## src/rtl/draw_bg_scroll_if.sv

```systemverilog
// -----------------------------------------------------------------------------
// vga_if : VGA timing bundle shared by the stages of the draw pipeline.
//
// Signals
//   hcount[10:0]  horizontal pixel counter
//   vcount[10:0]  vertical line counter
//   hsync, vsync  sync pulses (passed through untouched)
//   hblnk, vblnk  blanking flags
//   rgb[11:0]     4:4:4 pixel colour
//
// Modports
//   in   : consumer view of the timing fields (rgb is not consumed)
//   out  : producer view of timing fields plus rgb
// -----------------------------------------------------------------------------
interface vga_if;
    logic [10:0] hcount;
    logic [10:0] vcount;
    logic        hsync;
    logic        vsync;
    logic        hblnk;
    logic        vblnk;
    logic [11:0] rgb;

    modport in  (input  hcount, vcount, hsync, vsync, hblnk, vblnk);
    modport out (output hcount, vcount, hsync, vsync, hblnk, vblnk, rgb);
endinterface

```

## src/rtl/draw_bg_scroll.sv

```systemverilog
// -----------------------------------------------------------------------------
// draw_bg_scroll : horizontally scrolling, nearest-neighbour upscaled
// background stage at the head of the VGA draw chain.
//
// An IMG_W x IMG_H image held in image_rom is stretched onto a
// SCREEN_W x SCREEN_H raster. Image coordinates are tracked with running
// remainders (no dividers, no multipliers). A horizontal offset, advanced
// once per frame at the rising edge of vblnk, wraps the image sideways.
//
// Ports
//   clk            pixel clock
//   rst            asynchronous active-high reset
//   scroll_en      enables the per-frame offset advance (sampled at vblnk rise)
//   vin            vga_if.in  timing input
//   vout           vga_if.out timing delayed by 2 cycles plus rgb
//   scroll_offset  current horizontal offset in image pixels
//
// Build option
//   DRAW_BG_DEBUG_GRID_EN : when defined, pixels whose scrolled image column
//   or image row is a multiple of 32 are painted 12'hF0F. Otherwise the
//   output is pure image data and no grid logic exists.
// -----------------------------------------------------------------------------

// -----------------------------------------------------------------------------
// image_rom : background image store with a registered address. Data for an
// address presented on cycle N is valid during cycle N+1. The contents are a
// fixed generated pattern: data = a[11:0] ^ a[23:12] ^ 12'h5A5.
// -----------------------------------------------------------------------------
module image_rom #(
    parameter  int WIDTH  = 320,
    parameter  int HEIGHT = 240,
    localparam int AW     = ((WIDTH * HEIGHT) > 1) ? $clog2(WIDTH * HEIGHT) : 1
) (
    input  logic          clk,
    input  logic          rst,
    input  logic [AW-1:0] addr_i,
    output logic [11:0]   data_o
);

    logic [AW-1:0] addr_q;

    function automatic logic [11:0] rom_word(input logic [AW-1:0] a);
        logic [23:0] w;
        w = 24'(a);
        return w[11:0] ^ w[23:12] ^ 12'h5A5;
    endfunction

    // Address register: the single cycle of read latency.
    always_ff @(posedge clk or posedge rst) begin
        if (rst) begin
            addr_q <= {AW{1'b0}};
        end else begin
            addr_q <= addr_i;
        end
    end

    assign data_o = rom_word(addr_q);

endmodule

module draw_bg_scroll #(
    parameter  int SCREEN_W    = 1024,
    parameter  int SCREEN_H    = 768,
    parameter  int IMG_W       = 320,
    parameter  int IMG_H       = 240,
    parameter  int SCROLL_STEP = 1,
    localparam int OFF_W       = (IMG_W > 1) ? $clog2(IMG_W) : 1
) (
    input  logic             clk,
    input  logic             rst,
    input  logic             scroll_en,
    vga_if.in                vin,
    vga_if.out               vout,
    output logic [OFF_W-1:0] scroll_offset
);

    localparam int AW    = ((IMG_W * IMG_H) > 1) ? $clog2(IMG_W * IMG_H) : 1;
    localparam int ACC_W = 16;

    localparam logic [ACC_W-1:0] SW_ACC   = ACC_W'(SCREEN_W);
    localparam logic [ACC_W-1:0] SH_ACC   = ACC_W'(SCREEN_H);
    localparam logic [ACC_W-1:0] IW_ACC   = ACC_W'(IMG_W);
    localparam logic [ACC_W-1:0] IH_ACC   = ACC_W'(IMG_H);
    localparam logic [10:0]      SW_CNT   = 11'(SCREEN_W);
    localparam logic [10:0]      SH_CNT   = 11'(SCREEN_H);
    localparam logic [AW-1:0]    IW_ADR   = AW'(IMG_W);
    localparam logic [AW:0]      IW_SX    = (AW + 1)'(IMG_W);
    localparam logic [OFF_W:0]   IW_OFF   = (OFF_W + 1)'(IMG_W);
    localparam logic [OFF_W:0]   STEP_OFF = (OFF_W + 1)'(SCROLL_STEP);
    localparam logic [AW-1:0]    ONE_ADR  = AW'(1'b1);

    // Horizontal accumulator state: values for the pixel after the current one.
    logic [ACC_W-1:0] xacc_q, xacc_d;
    logic [AW-1:0]    img_x_q, img_x_d;
    // Vertical accumulator state: values for the current line.
    logic [ACC_W-1:0] yacc_q, yacc_d;
    logic [AW-1:0]    img_y_q, img_y_d;
    logic [AW-1:0]    row_base_q, row_base_d;
    // Set once a frame start has been seen since reset.
    logic             sync_valid_q, sync_valid_d;
    logic             vblnk_q;
    logic [OFF_W-1:0] scroll_offset_q, scroll_offset_d;

    // Stage 1 registers.
    logic [10:0] h1_q, v1_q;
    logic        hs1_q, vs1_q, hb1_q, vb1_q, black1_q;
    // Stage 2 registers (drive vout).
    logic [10:0] h2_q, v2_q;
    logic        hs2_q, vs2_q, hb2_q, vb2_q;
    logic [11:0] rgb2_q, rgb2_d;

    logic             h_zero_s, v_zero_s, h_in_s, v_in_s, frame_ok_s, black_s;
    logic [ACC_W-1:0] cur_xacc_s, x_sum_s;
    logic [AW-1:0]    cur_img_x_s;
    logic [ACC_W-1:0] y_sum_s, cur_yacc_s;
    logic [AW-1:0]    cur_img_y_s, cur_row_s;
    logic [AW:0]      sx_sum_s;
    logic [AW-1:0]    sx_s, addr_s;
    logic [OFF_W:0]   off_sum_s;
    logic             vb_rise_s;
    logic [11:0]      rom_data_s;

`ifdef DRAW_BG_DEBUG_GRID_EN
    logic grid_s;
    logic grid1_q;
`endif

    image_rom #(.WIDTH(IMG_W), .HEIGHT(IMG_H)) u_rom (
        .clk    (clk),
        .rst    (rst),
        .addr_i (addr_s),
        .data_o (rom_data_s)
    );

    // Raster position decode and the black-pixel decision.
    always_comb begin
        h_zero_s     = (vin.hcount == 11'd0);
        v_zero_s     = (vin.vcount == 11'd0);
        h_in_s       = (vin.hcount < SW_CNT);
        v_in_s       = (vin.vcount < SH_CNT);
        // The frame-start pixel itself is already trustworthy.
        frame_ok_s   = sync_valid_q | (h_zero_s & v_zero_s);
        sync_valid_d = sync_valid_q | (h_zero_s & v_zero_s);
        black_s      = vin.hblnk | vin.vblnk | ~h_in_s | ~v_in_s | ~frame_ok_s;
    end

    // Horizontal scaling: img_x = floor(hcount*IMG_W/SCREEN_W) via a running remainder.
    always_comb begin
        cur_xacc_s  = h_zero_s ? {ACC_W{1'b0}} : xacc_q;
        cur_img_x_s = h_zero_s ? {AW{1'b0}}    : img_x_q;
        x_sum_s     = cur_xacc_s + IW_ACC;
        if (h_in_s && v_in_s) begin
            // IMG_W <= SCREEN_W, so one subtract per pixel is always enough.
            if (x_sum_s >= SW_ACC) begin
                xacc_d  = x_sum_s - SW_ACC;
                img_x_d = cur_img_x_s + ONE_ADR;
            end else begin
                xacc_d  = x_sum_s;
                img_x_d = cur_img_x_s;
            end
        end else begin
            xacc_d  = xacc_q;
            img_x_d = img_x_q;
        end
    end

    // Vertical scaling: steps once per line at hcount==0, cleared at frame start.
    always_comb begin
        y_sum_s = yacc_q + IH_ACC;
        if (h_zero_s && v_zero_s) begin
            cur_yacc_s  = {ACC_W{1'b0}};
            cur_img_y_s = {AW{1'b0}};
            cur_row_s   = {AW{1'b0}};
        end else if (h_zero_s && v_in_s) begin
            if (y_sum_s >= SH_ACC) begin
                cur_yacc_s  = y_sum_s - SH_ACC;
                cur_img_y_s = img_y_q + ONE_ADR;
                cur_row_s   = row_base_q + IW_ADR;
            end else begin
                cur_yacc_s  = y_sum_s;
                cur_img_y_s = img_y_q;
                cur_row_s   = row_base_q;
            end
        end else begin
            cur_yacc_s  = yacc_q;
            cur_img_y_s = img_y_q;
            cur_row_s   = row_base_q;
        end
        yacc_d     = cur_yacc_s;
        img_y_d    = cur_img_y_s;
        row_base_d = cur_row_s;
    end

    // Scrolled column with wrap inside the image, and the ROM address.
    always_comb begin
        sx_sum_s = {1'b0, cur_img_x_s} + (AW + 1)'(scroll_offset_q);
        if (sx_sum_s >= IW_SX) begin
            sx_s = AW'(sx_sum_s - IW_SX);
        end else begin
            sx_s = AW'(sx_sum_s);
        end
        addr_s = cur_row_s + sx_s;
    end

`ifdef DRAW_BG_DEBUG_GRID_EN
    // Grid marker on every 32nd scrolled column and image row.
    always_comb begin
        grid_s = (sx_s[4:0] == 5'd0) | (cur_img_y_s[4:0] == 5'd0);
    end
`endif

    // Per-frame offset advance on the vblnk rising edge.
    always_comb begin
        vb_rise_s = vin.vblnk & ~vblnk_q;
        off_sum_s = {1'b0, scroll_offset_q} + STEP_OFF;
        if (vb_rise_s && scroll_en) begin
            if (off_sum_s >= IW_OFF) begin
                scroll_offset_d = OFF_W'(off_sum_s - IW_OFF);
            end else begin
                scroll_offset_d = OFF_W'(off_sum_s);
            end
        end else begin
            scroll_offset_d = scroll_offset_q;
        end
    end

    // Output pixel selection from the ROM word fetched for stage 1.
    always_comb begin
        if (black1_q) begin
            rgb2_d = 12'h000;
        end else begin
`ifdef DRAW_BG_DEBUG_GRID_EN
            rgb2_d = grid1_q ? 12'hF0F : rom_data_s;
`else
            rgb2_d = rom_data_s;
`endif
        end
    end

    // Accumulator, offset and frame-sync state.
    always_ff @(posedge clk or posedge rst) begin
        if (rst) begin
            xacc_q          <= {ACC_W{1'b0}};
            img_x_q         <= {AW{1'b0}};
            yacc_q          <= {ACC_W{1'b0}};
            img_y_q         <= {AW{1'b0}};
            row_base_q      <= {AW{1'b0}};
            sync_valid_q    <= 1'b0;
            vblnk_q         <= 1'b0;
            scroll_offset_q <= {OFF_W{1'b0}};
        end else begin
            xacc_q          <= xacc_d;
            img_x_q         <= img_x_d;
            yacc_q          <= yacc_d;
            img_y_q         <= img_y_d;
            row_base_q      <= row_base_d;
            sync_valid_q    <= sync_valid_d;
            vblnk_q         <= vin.vblnk;
            scroll_offset_q <= scroll_offset_d;
        end
    end

    // Stage 1: timing fields and black flag, aligned with the ROM address register.
    always_ff @(posedge clk or posedge rst) begin
        if (rst) begin
            h1_q     <= 11'd0;
            v1_q     <= 11'd0;
            hs1_q    <= 1'b0;
            vs1_q    <= 1'b0;
            hb1_q    <= 1'b0;
            vb1_q    <= 1'b0;
            black1_q <= 1'b1;
`ifdef DRAW_BG_DEBUG_GRID_EN
            grid1_q  <= 1'b0;
`endif
        end else begin
            h1_q     <= vin.hcount;
            v1_q     <= vin.vcount;
            hs1_q    <= vin.hsync;
            vs1_q    <= vin.vsync;
            hb1_q    <= vin.hblnk;
            vb1_q    <= vin.vblnk;
            black1_q <= black_s;
`ifdef DRAW_BG_DEBUG_GRID_EN
            grid1_q  <= grid_s;
`endif
        end
    end

    // Stage 2: registered outputs.
    always_ff @(posedge clk or posedge rst) begin
        if (rst) begin
            h2_q   <= 11'd0;
            v2_q   <= 11'd0;
            hs2_q  <= 1'b0;
            vs2_q  <= 1'b0;
            hb2_q  <= 1'b0;
            vb2_q  <= 1'b0;
            rgb2_q <= 12'h000;
        end else begin
            h2_q   <= h1_q;
            v2_q   <= v1_q;
            hs2_q  <= hs1_q;
            vs2_q  <= vs1_q;
            hb2_q  <= hb1_q;
            vb2_q  <= vb1_q;
            rgb2_q <= rgb2_d;
        end
    end

    assign vout.hcount   = h2_q;
    assign vout.vcount   = v2_q;
    assign vout.hsync    = hs2_q;
    assign vout.vsync    = vs2_q;
    assign vout.hblnk    = hb2_q;
    assign vout.vblnk    = vb2_q;
    assign vout.rgb      = rgb2_q;
    assign scroll_offset = scroll_offset_q;

endmodule

```

## src/flat_wrapper.sv

```systemverilog
// flat-port wrapper written by rule: the top's interface ports become plain ports
module draw_bg_scroll_flat 
#(
    parameter  int SCREEN_W    = 1024,
    parameter  int SCREEN_H    = 768,
    parameter  int IMG_W       = 320,
    parameter  int IMG_H       = 240,
    parameter  int SCROLL_STEP = 1,
    localparam int OFF_W       = (IMG_W > 1) ? $clog2(IMG_W) : 1
)
  (clk, rst, scroll_en, scroll_offset, vin_hcount, vin_vcount, vin_hsync, vin_vsync, vin_hblnk, vin_vblnk, vout_hcount, vout_vcount, vout_hsync, vout_vsync, vout_hblnk, vout_vblnk, vout_rgb);
  vga_if vin_i ();
  vga_if vout_i ();
  input  logic clk;
  input  logic rst;
  input  logic scroll_en;
  output logic [OFF_W-1:0] scroll_offset;
  input wire logic [$bits(vin_i.hcount)-1:0] vin_hcount;
  input wire logic [$bits(vin_i.vcount)-1:0] vin_vcount;
  input wire logic [$bits(vin_i.hsync)-1:0] vin_hsync;
  input wire logic [$bits(vin_i.vsync)-1:0] vin_vsync;
  input wire logic [$bits(vin_i.hblnk)-1:0] vin_hblnk;
  input wire logic [$bits(vin_i.vblnk)-1:0] vin_vblnk;
  output wire logic [$bits(vout_i.hcount)-1:0] vout_hcount;
  output wire logic [$bits(vout_i.vcount)-1:0] vout_vcount;
  output wire logic [$bits(vout_i.hsync)-1:0] vout_hsync;
  output wire logic [$bits(vout_i.vsync)-1:0] vout_vsync;
  output wire logic [$bits(vout_i.hblnk)-1:0] vout_hblnk;
  output wire logic [$bits(vout_i.vblnk)-1:0] vout_vblnk;
  output wire logic [$bits(vout_i.rgb)-1:0] vout_rgb;
  assign vin_i.hcount = vin_hcount;
  assign vin_i.vcount = vin_vcount;
  assign vin_i.hsync = vin_hsync;
  assign vin_i.vsync = vin_vsync;
  assign vin_i.hblnk = vin_hblnk;
  assign vin_i.vblnk = vin_vblnk;
  assign vout_hcount = vout_i.hcount;
  assign vout_vcount = vout_i.vcount;
  assign vout_hsync = vout_i.hsync;
  assign vout_vsync = vout_i.vsync;
  assign vout_hblnk = vout_i.hblnk;
  assign vout_vblnk = vout_i.vblnk;
  assign vout_rgb = vout_i.rgb;
  draw_bg_scroll #(.SCREEN_W(SCREEN_W), .SCREEN_H(SCREEN_H), .IMG_W(IMG_W), .IMG_H(IMG_H), .SCROLL_STEP(SCROLL_STEP)) u_core (.clk(clk), .rst(rst), .scroll_en(scroll_en), .vin(vin_i), .vout(vout_i), .scroll_offset(scroll_offset));
endmodule
```

## config.mk

```make
export PLATFORM = sky130hd
export DESIGN_NAME = draw_bg_scroll_flat
export DESIGN_NICKNAME = d
export VERILOG_FILES = /design/src/rtl/draw_bg_scroll_if.sv /design/src/rtl/draw_bg_scroll.sv /design/src/flat_wrapper.sv
export SDC_FILE = /design/constraint.sdc
export NUM_CORES = 1
export LEC_CHECK = 0
export CORE_MARGIN = 2
export CORE_UTILIZATION = 55
export DETAILED_ROUTE_END_ITERATION = 8
export HOLD_SLACK_MARGIN = 0.12
export PLACE_DENSITY = 0.86
export SYNTH_ARGS = -nofsm -noshare
export SYNTH_HDL_FRONTEND = slang
export SYNTH_SLANG_ARGS = --single-unit
```

## constraint.sdc

```tcl
create_clock -name clk -period 12.79 [get_ports clk]
set_input_delay 2.558 -clock clk [delete_from_list [all_inputs] [get_ports clk]]
set_output_delay 2.558 -clock clk [all_outputs]
set_load 0.02 [all_outputs]
```

==> results.yml, run 1 <==
outcome:
  status: "finished, final reports clean"
clocking:
  clock_latency_ns: 0.43
  cts_hold_buf: 0
  cts_tree: "done"
  cts.reportedPaths.clkPinSlew_ns: 0.06
  cts_setup_buffers: 0
  cts_made_buffers: 17
  cts.sinks: 154
  cts_root_buffer: "clkbuf_16"
  cts_resized: 0
  htreeDepth: 4
  cts.path.max_buffers: 2
yosys:
  synth_cells: 846
  synthTopCellsByArea: "dfrtp_1 47%, xnor2_1 6.6%, ha_1 5.0%"
  synth_edf_count: 0
  synth_area_um2: 8210
  synth_top_cell_by_area: "dfrtp_1"
  synthArstFlopShare_pct: 100
  ys_seq_area_share_pct: 46.9
  synth_top_area_share_pct: 46.6
  ys_warn_count: 0
  yosys_most_used_dff: "dfrtp_1"
  yosys-top-cells-count: "153 x dfrtp_1, 86 x nor2_1, 81 x nand2_1"
  ys_types: 77
  syn-mean-instance-area_um2: 9.71
  synth_nets: 909
  yosysMostFrequentCell: "dfrtp_1"
  synth_seq_cells: 154
pwr:
  power.density_nw_per_um2: 171
  peakVddDrop_mv: 0.120
  p_leak_uw: 0.00419
layout:
  final-instance-count-excl-fill: 1106
  area_delta_synth_final_pct: 18.1
  postLayoutCoreUtil_pct: 66.5
  nNetsFinal: 973
  drive_above_1_share_pct: 6.83
  num_antenna_cells: 0
drt:
  wirelength_um: 19300
  viasPerCell: 6.03
  firstDrtPassIters: 5
  drt_iter0_markers: 480
  vias: 6672
  drc_errors: 0
  ant_nets: 0
  routedWlPerCell_um: 17.5
hold_path:
  holdPathStages: 0
  hold_start: "u_core.v1_q[2]$_DFF_PP0_"
  min_path_type: "flip-flop to flip-flop"
  whs_endpoint: "u_core.vout.vcount[2]$_DFF_PP0_"
timing:
  period_minus_slack_ns: 9.21
  setup_viol: 0
  skew_ns: 0.00668
  rsz0062_at_grt: "no"
  fmax_mhz: 109
  worst_slew_pin_slew_ns: 1.26
  max_slew_margin_pct: 15.5
  post-route-period-util_pct: 72.0
  final-hold-violation-count: 0
  slew_violations: 0
  setup-tns-final_ns: 0
worst_setup_path:
  worstPathRequired_ns: 13.10
  r2r-start: "u_core.img_x_q[1]$_DFFE_PP0P_"
  cp_max_fo: 25
  endpoint_kind: "flip-flop"
  startpoint_type: "primary input"
  reg2reg_depth: 25
  rr_endpoint: "u_core.u_rom.addr_q[16]$_DFF_PP0_"
  crit_arrival_ns: 9.52
  rrSetupSlack_ns: 7.06
  path_class: "primary input to flip-flop"
die:
  core_area_um2: 14600
  start_util_pct: 56.3
  die_w_um: 126
  rows: 44
  die_h_um: 126
  boundaryPins: 76
  dieArea_um2: 15900
global_routing:
  antenna_found_initial: 0
  overflow: 0
  grt_pass1_vias: 6807
  grt_max_degree: 80
  grt_pass1_wl_um: 32700
  grt.total_usage_pct: 25.5
place:
  port_buffers: 75
  place_inst: 1075
  dp_hpwl_um: 12900
  place_congestion: 0.911
flow_run:
  cap_violations: 0
[cell families after synthesis]
family	share of synthesized area [%]
and+or+nand+nor	19.9
adders and majority gates	5.39
buffers and inverters	3.11
AOI/OAI and AO/OA	13.2
DFF	46.9
muxes	1.16
xor gates and xnor gates	10.3
[registers in the layout, summed over array words and instances (netlist names), 9 cells and up]
register / flops
u_core.v1_q: 11
u_core.vout.hcount: 11
u_core.vout.rgb: 12
u_core.vout.vcount: 11
u_core.yacc_q: 12
u_core.img_x_q: 17
u_core.scroll_offset: 9
u_core.row_base_q: 17
u_core.h1_q: 11
u_core.u_rom.addr_q: 17
u_core.xacc_q: 16
[cell type report]
type,count,area (um^2)
Multi-Input combinational cell,629,4100
Tap cell,184,230
Clock inverter,12,164
Inverter,28,110
Clock buffer,19,453
Timing Repair Buffer,80,788
Sequential cell,154,3850
Fill cell,1081,4890
[cells in the final DEF, fill, tap and decap left out, types with 4 or more instances in the layout]
cell type,n
and3_1,8
nor4_1,8
o22ai_1,5
o211ai_1,4
xor2_1,35
o2111ai_1,4
nor2b_1,16
ha_1,33
mux2_2,4
a31oi_1,13
nor3b_1,4
dfrtp_1,153
or3_1,10
o21a_1,6
nand2_1,81
nor2_1,86
xnor2_1,62
a22o_1,4
or2_2,7
nand3b_1,5
and2_1,15
a41o_1,4
buf_4,5
o21ai_0,38
nand4_1,8
inv_1,26
a21oi_1,46
nor3_1,24
clkbuf_16,17
o21bai_1,4
o31ai_1,5
nand3_1,29
mux2i_1,5
clkdlybuf4s50_1,75
[critical path, stage by stage]
cell and delay, ns:
clkdlybuf4s50_1 0.49, nor4_4 0.51, nand3_2 0.54, and2_1 0.39
ha_1 0.23, ha_1 0.23, a221o_1 0.31, a21oi_1 0.14
nor3b_1 0.10, o311ai_4 0.39, nand2_1 0.11, xnor2_1 0.27
ha_1 0.19, or4b_2 0.59, nor4_1 0.25, a41o_1 0.22
or4_4 0.20, xnor2_1 0.13, ha_1 0.28, inv_1 0.06
o21bai_1 0.07, a21oi_1 0.22, nor2b_1 0.07, o21a_1 0.18
nor4_1 0.25, o311a_1 0.25, o21ai_0 0.12, xor2_1 0.17
[worst max path at each step]
stage                    from                                end  cells past startpoint
6_report       vin_hcount[10]  u_core.u_rom.addr_q[16]$_DFF_PP0_                     28
5_1_grt        vin_hcount[10]  u_core.u_rom.addr_q[16]$_DFF_PP0_                     28
4_1_cts        vin_hcount[10]  u_core.u_rom.addr_q[16]$_DFF_PP0_                     28
3_5_place_dp   vin_hcount[10]  u_core.u_rom.addr_q[16]$_DFF_PP0_                     28
3_3_place_gp   vin_hcount[10]  u_core.u_rom.addr_q[16]$_DFF_PP0_                     28
2_1_floorplan  vin_hcount[10]  u_core.u_rom.addr_q[16]$_DFF_PP0_                     29
[power breakdown]
part	internal, uW	total (uW)	switching, uW
clock network	319	528	209
registers	543	624	81.7
logic	214	507	293
[metal layers]
| layer | part of all wire [%] | global-route usage [%] | vias to the layer above |
|---|---|---|---|
| met2 | 50 | 42.0 | 236 |
| met4 | 3.2 | 12.2 | 0 |
| met3 | 5.2 | 5.65 | 71 |
| li1 | - | - | 3085 |
| met5 | 0 | 0 | - |
| met1 | 42 | 32.1 | 3280 |
[per-stage QoR]
step	hold WS (ns)	total power, uW	cell area, um^2	setup WS, ns
global route	0.348	1740	9700	2.98
floorplan	0.331	971	8210	4.51
finish	0.347	1660	9700	3.58
CTS	0.349	1650	9700	3.66
detailed placement	0.335	1110	9090	3.23
global placement	0.331	1090	9090	3.45
Power figures use the tool's default switching activity.
==> inputs of run 2 (changes only) <==
==> constraint.sdc (replaced) <==
create_clock -name clk -period 8.5 [get_ports clk]
set_input_delay 1.7 -clock clk [delete_from_list [all_inputs] [get_ports clk]]
set_output_delay 1.7 -clock clk [all_outputs]
set_load 0.02 [all_outputs]
==> run 2 against run 1 <==
- via count shrank 1.8%
- sequential share of layout area barely moved
- combinational power increased by 49%
- final area about the same
- worst setup slack worse by 3.1 ns
- sequential cell count is the same
- global-route usage down 1.0 points
- utilization hardly changed
- count of clock-buffer cells in the layout fell by 1
- critical path type unchanged
==> results.yml, run 2 (synthesis results as in run 1) <==
drt:
  ant_nets: 0
  drt_iter0_markers: 497
  viasPerCell: 5.90
  vias: 6552
  drc_errors: 0
  firstDrtPassIters: 6
  routedWlPerCell_um: 16.8
  wirelength_um: 18700
clocking:
  cts.sinks: 154
  cts.path.max_buffers: 2
  clock_latency_ns: 0.43
  cts_root_buffer: "clkbuf_16"
  cts.reportedPaths.clkPinSlew_ns: 0.07
  cts_setup_buffers: 0
  cts_made_buffers: 17
  cts_resized: 0
  cts_tree: "done"
  cts_hold_buf: 0
  htreeDepth: 4
layout:
  postLayoutCoreUtil_pct: 66.6
  num_antenna_cells: 0
  nNetsFinal: 977
  drive_above_1_share_pct: 7.34
  layout_commonest_cell: "dfrtp_1"
  area_delta_synth_final_pct: 18.2
  final_cell_area_um2: 9710
  final_cell_mix: "153 x dfrtp_1, 86 x nor2_1, 81 x nand2_1"
  reg_top3: "u_core.img_x_q x17, u_core.row_base_q x17, u_core.u_rom.addr_q x17"
place:
  dp_hpwl_um: 12900
  placed_cell_area_um2: 9120
  place_congestion: 0.929
  post-place-ws_ns: 0.244
  port_buffers: 75
die:
  start_util_pct: 56.3
  dieArea_um2: 15900
  die_w_um: 126
  die_h_um: 126
  boundaryPins: 76
  rows: 44
  core_area_um2: 14600
global_routing:
  grt.total_usage_pct: 24.5
  grt_max_degree: 97
  overflow: 0
  grt_util_met3_pct: 4.63
  use_met2_pct: 40.7
  busiest_layer: "met2"
  grt_pass1_vias: 6329
  grt_pass1_wl_um: 31500
  antenna_found_initial: 0
  met1_usage_pct: 32.4
worst_setup_path:
  endpoint_kind: "flip-flop"
  path_class: "primary input to flip-flop"
  crit_arrival_ns: 8.34
  startpoint_type: "primary input"
  worstPathRequired_ns: 8.81
  cp_max_fo: 11
timing:
  worst_slack_ns: 0.464
  setup-tns-final_ns: 0
  slew_violations: 0
  skew_ns: 0.00691
  setup_viol: 0
  post-route-period-util_pct: 94.5
  fmax_mhz: 124
  worst_slew_pin_slew_ns: 0.833
  max_slew_margin_pct: 44.5
  final-hold-violation-count: 0
  rsz0062_at_grt: "no"
  period_minus_slack_ns: 8.04
pwr:
  peakVddDrop_mv: 0.193
  p_leak_uw: 0.00421
  power.density_nw_per_um2: 251
hold_path:
  min_path_type: "flip-flop to flip-flop"
flow_run:
  cap_violations: 0
outcome:
  status: "finished, final reports clean"
## run 2: power breakdown
part | switching, uW | internal [uW] | leakage (uW) | total (uW)
Sequential | 120 | 816 | 0.00192 | 937
Combinational | 434 | 322 | 0.00199 | 756
Clock | 324 | 422 | 0.000294 | 747
Total | 879 | 1560 | 0.00421 | 2440
## run 2: critical path, cell delays in order
cell and delay (ns):
clkdlybuf4s50_1 0.50, nor4_4 0.50, nand3_2 0.14, and2_1 0.23
ha_1 0.23, ha_1 0.24, a221o_1 0.31, a21oi_1 0.18
nor3b_1 0.11, o311ai_4 0.42, nand2_1 0.12, xnor2_1 0.28
ha_1 0.22, or4b_2 0.58, nor4_1 0.28, a41o_1 0.23
or4_4 0.19, xnor2_1 0.13, ha_1 0.29, inv_1 0.07
o21bai_1 0.07, a21oi_1 0.25, nor2b_1 0.08, o21a_1 0.19
nor4_1 0.27, o311a_1 0.25, o21ai_0 0.11, xor2_1 0.17
## run 2: stage by stage
step / cells / total power [uW] / hold WS, ns
after floorplan: 846 / 1460 / 0.331
after global placement: 1079 / 1640 / 0.332
after detailed placement: 1079 / 1670 / 0.336
after CTS: 1111 / 2430 / 0.352
after global routing: 1111 / 2570 / 0.355
final: 1111 / 2440 / 0.349
## run 2: path summary, 6_finish.rpt
check / cells after the start / from / endpoint / slack (ns)
min reg2reg: 0 / u_core.v1_q[4]$_DFF_PP0_ / u_core.vout.vcount[4]$_DFF_PP0_ / 0.35
min: 0 / u_core.v1_q[4]$_DFF_PP0_ / u_core.vout.vcount[4]$_DFF_PP0_ / 0.35
min in group asynchronous: 2 / rst / u_core.vout.vcount[5]$_DFF_PP0_ / 1.81
max in group asynchronous: 3 / rst / u_core.vout.rgb[1]$_DFF_PP0_ / 5.46
max reg2reg: 25 / u_core.img_x_q[0]$_DFFE_PP0P_ / u_core.u_rom.addr_q[16]$_DFF_PP0_ / 2.54
max: 28 / vin_hcount[10] / u_core.u_rom.addr_q[16]$_DFF_PP0_ / 0.46
## run 2: layout make-up
class                      instances  area (um^2)
fill                            1081         4880
multi-input combinational        629         4100
sequential                       154         3850
timing repair buffer              84          818
clock buffer                      18          439
tap                              184          230
clock inverter                    14          154
inverter                          28          110
## run 2: layer usage
metal	share of wire, %	routed length (um)	vias to the layer above
met5	0	0	-
met4	2.2	414	0
met3	4.4	829	45
met2	49	9170	194
met1	44	8240	3219
li1	-	-	3094
